[src/rtl/alu_arbiter_if.sv]
// alu_arbiter_if: request/response channels between two requesters and the
// ALU arbiter. The requesters drive through the master modport. The arbiter
// receives through the slave modport. Both response channels share one
// result bus (rsp_s/rsp_cout).
interface alu_arbiter_if;
  logic        req0_valid;
  logic        req0_ready;
  logic [63:0] req0_a;
  logic [63:0] req0_b;
  logic        req0_cin;
  logic [1:0]  req0_op;

  logic        req1_valid;
  logic        req1_ready;
  logic [63:0] req1_a;
  logic [63:0] req1_b;
  logic        req1_cin;
  logic [1:0]  req1_op;

  logic        rsp0_valid;
  logic        rsp0_ready;
  logic        rsp1_valid;
  logic        rsp1_ready;
  logic [63:0] rsp_s;
  logic        rsp_cout;

  modport master (
    output req0_valid, req0_a, req0_b, req0_cin, req0_op,
    output req1_valid, req1_a, req1_b, req1_cin, req1_op,
    output rsp0_ready, rsp1_ready,
    input  req0_ready, req1_ready,
    input  rsp0_valid, rsp1_valid, rsp_s, rsp_cout
  );

  modport slave (
    input  req0_valid, req0_a, req0_b, req0_cin, req0_op,
    input  req1_valid, req1_a, req1_b, req1_cin, req1_op,
    input  rsp0_ready, rsp1_ready,
    output req0_ready, req1_ready,
    output rsp0_valid, rsp1_valid, rsp_s, rsp_cout
  );
endinterface

[src/rtl/alu_arbiter.sv]
// alu_arbiter: shares one external combinational 64-bit ALU between two
// requesters. An accepted request is latched, held on the ALU pins for
// SETTLE_CYCLES cycles, and then the ALU output is captured. The captured
// result is returned on the granted requester's response channel.
// Optional build macro: ALU_ARB_FIXED_PRIO_EN. When it is defined, ties always
// go to requester 0. When it is not defined, ties are granted round-robin.
module alu_arbiter #(
  parameter int unsigned SETTLE_CYCLES = 4   // legal range 1..255
) (
  input  logic         clk,
  input  logic         rst,
  alu_arbiter_if.slave bus,
  output logic [63:0]  alu_a,
  output logic [63:0]  alu_b,
  output logic         alu_cin,
  output logic [1:0]   alu_op,
  input  logic [63:0]  alu_s,
  input  logic         alu_cout,
  output logic         busy
);

  typedef enum logic [1:0] {
    IDLE = 2'd0,
    EXEC = 2'd1,
    RESP = 2'd2
  } state_e;

  localparam logic [7:0] SETTLE_INIT = 8'(SETTLE_CYCLES - 1);

  state_e      state_q, state_d;
  logic [7:0]  cnt_q, cnt_d;
  logic        gid_q, gid_d;      // requester currently being served
  logic        last_q, last_d;    // requester served most recently
  logic [63:0] a_q, a_d;
  logic [63:0] b_q, b_d;
  logic        cin_q, cin_d;
  logic [1:0]  op_q, op_d;
  logic [63:0] s_q, s_d;
  logic        cout_q, cout_d;

  logic        grant_s;
  logic        rsp_ack_s;
  logic        req0_rdy_s;
  logic        req1_rdy_s;

  // Pick a requester for the IDLE state, and decode the response handshake of the served one.
  always_comb begin
    grant_s   = 1'b0;
    rsp_ack_s = gid_q ? bus.rsp1_ready : bus.rsp0_ready;
    if (bus.req0_valid && bus.req1_valid) begin
`ifdef ALU_ARB_FIXED_PRIO_EN
      grant_s = 1'b0;
`else
      grant_s = ~last_q;
`endif
    end else if (bus.req1_valid) begin
      grant_s = 1'b1;
    end else begin
      grant_s = 1'b0;
    end
  end

  // Next-state logic: accept, settle countdown, result capture, response handshake.
  always_comb begin
    state_d    = state_q;
    cnt_d      = cnt_q;
    gid_d      = gid_q;
    last_d     = last_q;
    a_d        = a_q;
    b_d        = b_q;
    cin_d      = cin_q;
    op_d       = op_q;
    s_d        = s_q;
    cout_d     = cout_q;
    req0_rdy_s = 1'b0;
    req1_rdy_s = 1'b0;
    case (state_q)
      IDLE: begin
        req0_rdy_s = bus.req0_valid && !grant_s;
        req1_rdy_s = bus.req1_valid && grant_s;
        if (req0_rdy_s || req1_rdy_s) begin
          gid_d   = grant_s;
          a_d     = grant_s ? bus.req1_a   : bus.req0_a;
          b_d     = grant_s ? bus.req1_b   : bus.req0_b;
          cin_d   = grant_s ? bus.req1_cin : bus.req0_cin;
          op_d    = grant_s ? bus.req1_op  : bus.req0_op;
          cnt_d   = SETTLE_INIT;
          state_d = EXEC;
        end else begin
          state_d = IDLE;
        end
      end
      EXEC: begin
        if (cnt_q == 8'd0) begin
          s_d     = alu_s;
          cout_d  = alu_cout;
          state_d = RESP;
        end else begin
          cnt_d = cnt_q - 8'd1;
        end
      end
      RESP: begin
        if (rsp_ack_s) begin
          state_d = IDLE;
`ifndef ALU_ARB_FIXED_PRIO_EN
          last_d  = gid_q;
`endif
        end else begin
          state_d = RESP;
        end
      end
      default: begin
        state_d = IDLE;
      end
    endcase
  end

  // State and datapath registers, with synchronous reset.
  always_ff @(posedge clk) begin
    if (rst) begin
      state_q <= IDLE;
      cnt_q   <= 8'd0;
      gid_q   <= 1'b0;
      last_q  <= 1'b1;
      a_q     <= 64'd0;
      b_q     <= 64'd0;
      cin_q   <= 1'b0;
      op_q    <= 2'd0;
      s_q     <= 64'd0;
      cout_q  <= 1'b0;
    end else begin
      state_q <= state_d;
      cnt_q   <= cnt_d;
      gid_q   <= gid_d;
      last_q  <= last_d;
      a_q     <= a_d;
      b_q     <= b_d;
      cin_q   <= cin_d;
      op_q    <= op_d;
      s_q     <= s_d;
      cout_q  <= cout_d;
    end
  end

  // The ALU sees only latched operands, so its inputs stay stable while it settles.
  assign alu_a   = a_q;
  assign alu_b   = b_q;
  assign alu_cin = cin_q;
  assign alu_op  = op_q;

  assign bus.req0_ready = req0_rdy_s;
  assign bus.req1_ready = req1_rdy_s;
  assign bus.rsp0_valid = (state_q == RESP) && !gid_q;
  assign bus.rsp1_valid = (state_q == RESP) && gid_q;
  assign bus.rsp_s      = s_q;
  assign bus.rsp_cout   = cout_q;
  assign busy           = (state_q != IDLE);

endmodule
[src/flat_wrapper.sv]
// flat-port wrapper written by rule: the top's interface ports become plain ports
module alu_arbiter_flat 
#(
  parameter int unsigned SETTLE_CYCLES = 4                        
)
  (clk, rst, alu_a, alu_b, alu_cin, alu_op, alu_s, alu_cout, busy, bus_req0_valid, bus_req0_a, bus_req0_b, bus_req0_cin, bus_req0_op, bus_req1_valid, bus_req1_a, bus_req1_b, bus_req1_cin, bus_req1_op, bus_rsp0_ready, bus_rsp1_ready, bus_req0_ready, bus_req1_ready, bus_rsp0_valid, bus_rsp1_valid, bus_rsp_s, bus_rsp_cout);
  alu_arbiter_if bus_i ();
  input  logic clk;
  input  logic rst;
  output logic [63:0] alu_a;
  output logic [63:0] alu_b;
  output logic alu_cin;
  output logic [1:0] alu_op;
  input  logic [63:0] alu_s;
  input  logic alu_cout;
  output logic busy;
  input wire logic [$bits(bus_i.req0_valid)-1:0] bus_req0_valid;
  input wire logic [$bits(bus_i.req0_a)-1:0] bus_req0_a;
  input wire logic [$bits(bus_i.req0_b)-1:0] bus_req0_b;
  input wire logic [$bits(bus_i.req0_cin)-1:0] bus_req0_cin;
  input wire logic [$bits(bus_i.req0_op)-1:0] bus_req0_op;
  input wire logic [$bits(bus_i.req1_valid)-1:0] bus_req1_valid;
  input wire logic [$bits(bus_i.req1_a)-1:0] bus_req1_a;
  input wire logic [$bits(bus_i.req1_b)-1:0] bus_req1_b;
  input wire logic [$bits(bus_i.req1_cin)-1:0] bus_req1_cin;
  input wire logic [$bits(bus_i.req1_op)-1:0] bus_req1_op;
  input wire logic [$bits(bus_i.rsp0_ready)-1:0] bus_rsp0_ready;
  input wire logic [$bits(bus_i.rsp1_ready)-1:0] bus_rsp1_ready;
  output wire logic [$bits(bus_i.req0_ready)-1:0] bus_req0_ready;
  output wire logic [$bits(bus_i.req1_ready)-1:0] bus_req1_ready;
  output wire logic [$bits(bus_i.rsp0_valid)-1:0] bus_rsp0_valid;
  output wire logic [$bits(bus_i.rsp1_valid)-1:0] bus_rsp1_valid;
  output wire logic [$bits(bus_i.rsp_s)-1:0] bus_rsp_s;
  output wire logic [$bits(bus_i.rsp_cout)-1:0] bus_rsp_cout;
  assign bus_i.req0_valid = bus_req0_valid;
  assign bus_i.req0_a = bus_req0_a;
  assign bus_i.req0_b = bus_req0_b;
  assign bus_i.req0_cin = bus_req0_cin;
  assign bus_i.req0_op = bus_req0_op;
  assign bus_i.req1_valid = bus_req1_valid;
  assign bus_i.req1_a = bus_req1_a;
  assign bus_i.req1_b = bus_req1_b;
  assign bus_i.req1_cin = bus_req1_cin;
  assign bus_i.req1_op = bus_req1_op;
  assign bus_i.rsp0_ready = bus_rsp0_ready;
  assign bus_i.rsp1_ready = bus_rsp1_ready;
  assign bus_req0_ready = bus_i.req0_ready;
  assign bus_req1_ready = bus_i.req1_ready;
  assign bus_rsp0_valid = bus_i.rsp0_valid;
  assign bus_rsp1_valid = bus_i.rsp1_valid;
  assign bus_rsp_s = bus_i.rsp_s;
  assign bus_rsp_cout = bus_i.rsp_cout;
  alu_arbiter #(.SETTLE_CYCLES(SETTLE_CYCLES)) u_core (.clk(clk), .rst(rst), .bus(bus_i), .alu_a(alu_a), .alu_b(alu_b), .alu_cin(alu_cin), .alu_op(alu_op), .alu_s(alu_s), .alu_cout(alu_cout), .busy(busy));
endmodule
[config.mk]
export PLATFORM = sky130hd
export DESIGN_NAME = alu_arbiter_flat
export DESIGN_NICKNAME = d
export VERILOG_FILES = /design/src/rtl/alu_arbiter_if.sv /design/src/rtl/alu_arbiter.sv /design/src/flat_wrapper.sv
export SDC_FILE = /design/constraint.sdc
export NUM_CORES = 1
export LEC_CHECK = 0
export CORE_AREA = 3 3 209 211
export DETAILED_ROUTE_END_ITERATION = 8
export DIE_AREA = 0 0 212 214
export PLACE_DENSITY = 0.5
export SLEW_MARGIN = 10
export SYNTH_ARGS = -nofsm -noshare
export SYNTH_HDL_FRONTEND = slang
export SYNTH_SLANG_ARGS = --single-unit
export TNS_END_PERCENT = 20
[constraint.sdc]
create_clock -name clk -period 2.3 [get_ports clk]
set_input_delay 0.345 -clock clk [delete_from_list [all_inputs] [get_ports clk]]
set_output_delay 0.345 -clock clk [all_outputs]
set_load 0.03 [all_outputs]
# Word-level counts from Yosys, hierarchy flattened
# Index checks and enable logic that the tools add are counted.
[classes]
mux = 16
reduce_logical = 16
bitwise_logic = 1
n_addsub = 1
n_eq_ne = 5
[ops]
columns = ["cell", "n"]
rows = [
  ["64-bit two-way mux", 2],
  ["8-bit two-way mux", 2],
  ["8-bit one-hot mux with 2 select lines", 1],
  ["8-bit logical NOT", 1],
  ["8-bit by 1-bit subtractor with 8-bit output, second input constant", 1],
  ["1-bit two-way mux", 7],
  ["2-bit two-way mux", 3],
  ["2-bit one-hot mux with 3 select lines", 1],
  ["2-bit AND reduction", 3],
  ["1-bit logical AND", 5],
  ["2-bit by 1-bit != test with 1-bit output, second input constant", 2],
  ["2-bit nonzero test", 2],
  ["3-bit AND reduction", 1],
  ["2-bit by 1-bit == test with 1-bit output, second input constant", 1],
  ["2-bit == test, second input constant", 1],
  ["1-bit logical NOT", 2],
  ["2-bit logical NOT", 1],
  ["2-bit != test, second input constant", 1],
  ["1-bit logical OR", 1],
  ["1-bit NOT", 1],
]
[totals]
ff_bits = 208
out_inout_bits = 201

# Logic depth before layout (Yosys ltp)
[depth]
word_depth = 7
ltp_mapped = 8
depth_no_buf = 6

# Least setup slack after synthesis
# Ideal clock, no wire load.
[synth_path]
kind = "register to register"
from = "reg u_core.cnt_q[0]"
to = "reg u_core.cnt_q[5]"
path_stages_with_launch = 8
arrival_ns = 1.699
t_required_ns = 2.227
setup_slack_ns = 0.527
path_cell_list = "dfxtp_1 > inv_1 > ha_1 > nor4bb_1 > a211o_1 > clkbuf_1 > or3_1 > a21oi_1"
[synth_via]
elab_chain_cells = 3
elab_cells_between_ends = 6
classes_between = "1 x add/sub; 1 x eq/ne; 2 x mux; 2 x reduce/logical"
[synth_rtl]
columns = ["item", "line_no", "rtl"]
rows = [
  ["start, declared", "alu_arbiter.sv:31", "logic [7:0] cnt_q, cnt_d;"],
  ["start signal, assigned", "alu_arbiter.sv:133", "cnt_q <= cnt_d;"],
  ["8-bit by 1-bit subtractor with 8-bit output / 8-bit logical NOT (equally long branches)", "alu_arbiter.sv:99, alu_arbiter.sv:94", ""],
  ["8-bit two-way mux / 2-bit != test (equally long branches)", "n/a", ""],
  ["8-bit one-hot mux with 2 select lines / 3-bit AND reduction (equally long branches)", "n/a", ""],
]
# Several ways; a longest one is shown, not always the timed one. The select of a mux whose other input is x is not followed.
# A chain may end at the register's enable or synchronous reset.

# Final worst setup path
[layout_path]
from = "reg u_core.state_q[1]"
to = "out busy"
[layout_via]
elab_chain_cells = 1
[layout_rtl]
columns = ["item", "line_no", "rtl"]
rows = [
  ["start, declared", "alu_arbiter.sv:30", "state_e state_q, state_d;"],
  ["start signal, assigned", "alu_arbiter.sv:132", "state_q <= state_d;"],
  ["2-bit nonzero test", "alu_arbiter.sv:157", "assign busy = (state_q != IDLE);"],
  ["end, declared", "flat_wrapper.sv:16", "output logic busy;"],
]
# Every way passes these cells.

==> impl_metrics.yaml <==
global_route:
  met1_usage_pct: 17.1
  grt_util_met2_pct: 26.3
  busiest_layer: "met2"
  grt-ovfl-total: 0
  grt_max_degree: 66
  antenna_found_initial: 1
  grt_pass1_wl_mm: 53.4
  grt_pass1_vias: 8714
  grt_usage_pct: 15.0
  grt.met3_usage_pct: 5.61
place:
  gp_congestion: 0.805
  dp.cells: 1972
  hpwl_mm: 27.4
  place_ws_ns: 0.116
  io_buffers: 533
setup_path:
  cp_slowest_cell: "dlygate4sd2_1"
  critical_path_class: "reg2out"
  r2r_setup_slack_ns: 0.23
  crit-reg2reg-launch: "u_core.cnt_q[0]"
  cp.arrival_ns: 1.80
  critPathLaunchType: "flip-flop"
  end_kind: "output port"
  critical_path_required_ns: 1.96
  cp_cell_sequence: "nor2_1, inv_1, dlygate4sd2_1"
  cp_slowest_stage_delay_ns: 0.48
  critPathMaxFanout: 6
  crit_path_start: "u_core.state_q[1]"
timing:
  max_freq_ghz: 0.466
  hold_viol: 0
  drv_slew: 0
  tightest_slew_ns: 0.568
  period_minus_slack_ns: 2.15
  fin_crit_sh_pct: 93.4
  slew-limit-headroom_pct: 61.8
  whs_ns: 0.219
  report.final.setup_viol: 0
  timing.final.ws_setup_ns: 0.152
  grt_setup_unrepaired: "false"
  clock_skew_ns: 0.0167
  final.setup.tns_ns: 0
run:
  maxCapViolCount: 0
clocking:
  cts_tree: "done"
  ctsHtreeMaxLevel: 1
  cts_hold_buf: 0
  clk_pin_slew_ns: 0.06
  root_buffer: "clkbuf_16"
  clock_sinks: 208
  tritoncts.num_buffers: 26
  clkLatencyLatePin_ns: 0.55
  cts_resized: 8
  post-cts-setup-buffers: 0
  cts_buffer_depth: 3
drt:
  dr.pass1.iters: 4
  viasPerCell: 4.29
  drc_errors: 0
  postRouteAntennaNets: 0
  vias: 8667
  wl_per_cell_um: 17.8
  drt_iter0_drc: 280
  totalWireLength_mm: 36.0
layout:
  area_growth_syn_to_layout_pct: 82.0
  nets: 1796
  drive_above_1_share_pct: 6.15
  final_cell_mix: "clkdlybuf4s50_1 (527), dfxtp_1 (208), nor2_1 (138)"
  fillerInstances: 4244
  fin_cells: 2020
  final_common_cell: "clkdlybuf4s50_1"
  final_util_pct: 37.2
floorplan:
  core_sq_um: 41900
  rows: 75
  pin_count: 534
  die-height_um: 214
  initial_core_util_pct: 20.5
  die_area_sq_um: 45400
  die_width_um: 212
synth:
  synth_cells: 945
  synth_cell_types: 31
  syn_area_per_cell_sq_um: 9.08
  ys_seq_area_share_pct: 48.5
  ys_async_sr_fraction_pct: 0
  synth_edf_count: 0
  synth.yosys.warnings: 0
  yosys_register_bits: 208
  synth_nets: 1280
  synth-main-ff-cell: "dfxtp_1"
  synth_area_sq_um: 8580
power_and_ir_drop:
  irDropWorstVdd_mv: 0.516
  p_leak_nw: 5.69
  power_density_nw_per_um2: 1120
hold_path:
  hp-start: "rst"
  min_path_type: "in2reg"
run_status:
  status: "complete, no violations"
[sequential cells by signal, indices dropped and copies added, names as in the netlist]
signal / count
u_core.alu_b: 64
u_core.cnt_q: 8
u_core.alu_op: 2
u_core.alu_cin: 1
u_core.alu_a: 64
u_core.bus.rsp_s: 64
u_core.state_q: 2
u_core.last_q: 1
u_core.bus.rsp_cout: 1
u_core.gid_q: 1
[where the power goes]
part / internal (mW) / total [mW] / leakage (nW) / switching (mW)
combinational: 3.49 / 8.10 / 3.55 / 4.61
clock: 2.56 / 4.19 / 0.421 / 1.63
sequential: 4.61 / 5.19 / 1.71 / 0.578
[metal layers]
layer | up-vias | routed length, um
met5 | - | 0
met4 | 0 | 801
met3 | 51 | 3420
met1 | 3938 | 14300
li1 | 4358 | -
met2 | 320 | 17500
[per-stage QoR]
stage / total power [mW] / area, sq um
4_1_cts: 17.8 / 15600
3_3_place_gp: 13.4 / 14700
5_1_grt: 18.6 / 15600
6_report: 17.5 / 15600
3_5_place_dp: 13.5 / 14700
2_1_floorplan: 9.81 / 8580
[Yosys cell counts (2+ instances only)]
library cell / number / area share [%]
dfxtp_1: 208 / 49
nor2_1: 139 / 6.1
nand2_1: 135 / 5.9
a211oi_1: 133 / 12
mux2i_1: 132 / 15
a21oi_1: 66 / 3.8
clkbuf_1: 37 / 1.6
buf_2: 34 / 2.0
a21oi_2: 9 / 0.92
inv_1: 7 / 0.31
o21ai_0: 7 / 0.41
buf_6: 5 / 0.66
or3_1: 5 / 0.36
buf_1: 4 / 0.17
nor3_1: 3 / 0.17
and2_1: 2 / 0.15
ha_1: 2 / 0.29
nor2b_1: 2 / 0.15
o31ai_1: 2 / 0.17
or4_1: 2 / 0.17
[worst max-delay path, delay by kind of cell, from the launching register on]
family	cells	cell delay [ns]
and+or+nand+nor	1	0.15
DFF	1	0.47
buffers and inverters	2	0.64
[layout make-up]
class	count	area, sq um	area share (%)
multi-input combinational	649	4030	25.8
antenna	1	2.50	0.0160
sequential	208	4160	26.7
tap	539	674	4.32
clock inverter	3	65.1	0.417
timing repair buffer	569	5850	37.5
inverter	7	26.3	0.168
clock buffer	44	800	5.12
[cells by family after synthesis]
family / synth area share [%]
flops: 48.5
compound gates: 17.3
mux: 15.4
simple gates: 13.7
buf+inv: 4.83
fa+ha+maj: 0.292
[worst paths after layout]
kind                               end  cells past startpoint
hold / removal    u_core.bus.rsp_s[50]                      2
hold reg to reg   u_core.bus.rsp_s[48]                      2
setup / recovery                  busy                      3
setup reg to reg  u_core.bus.rsp_s[40]                      7
Power figures use the tool's default switching activity.
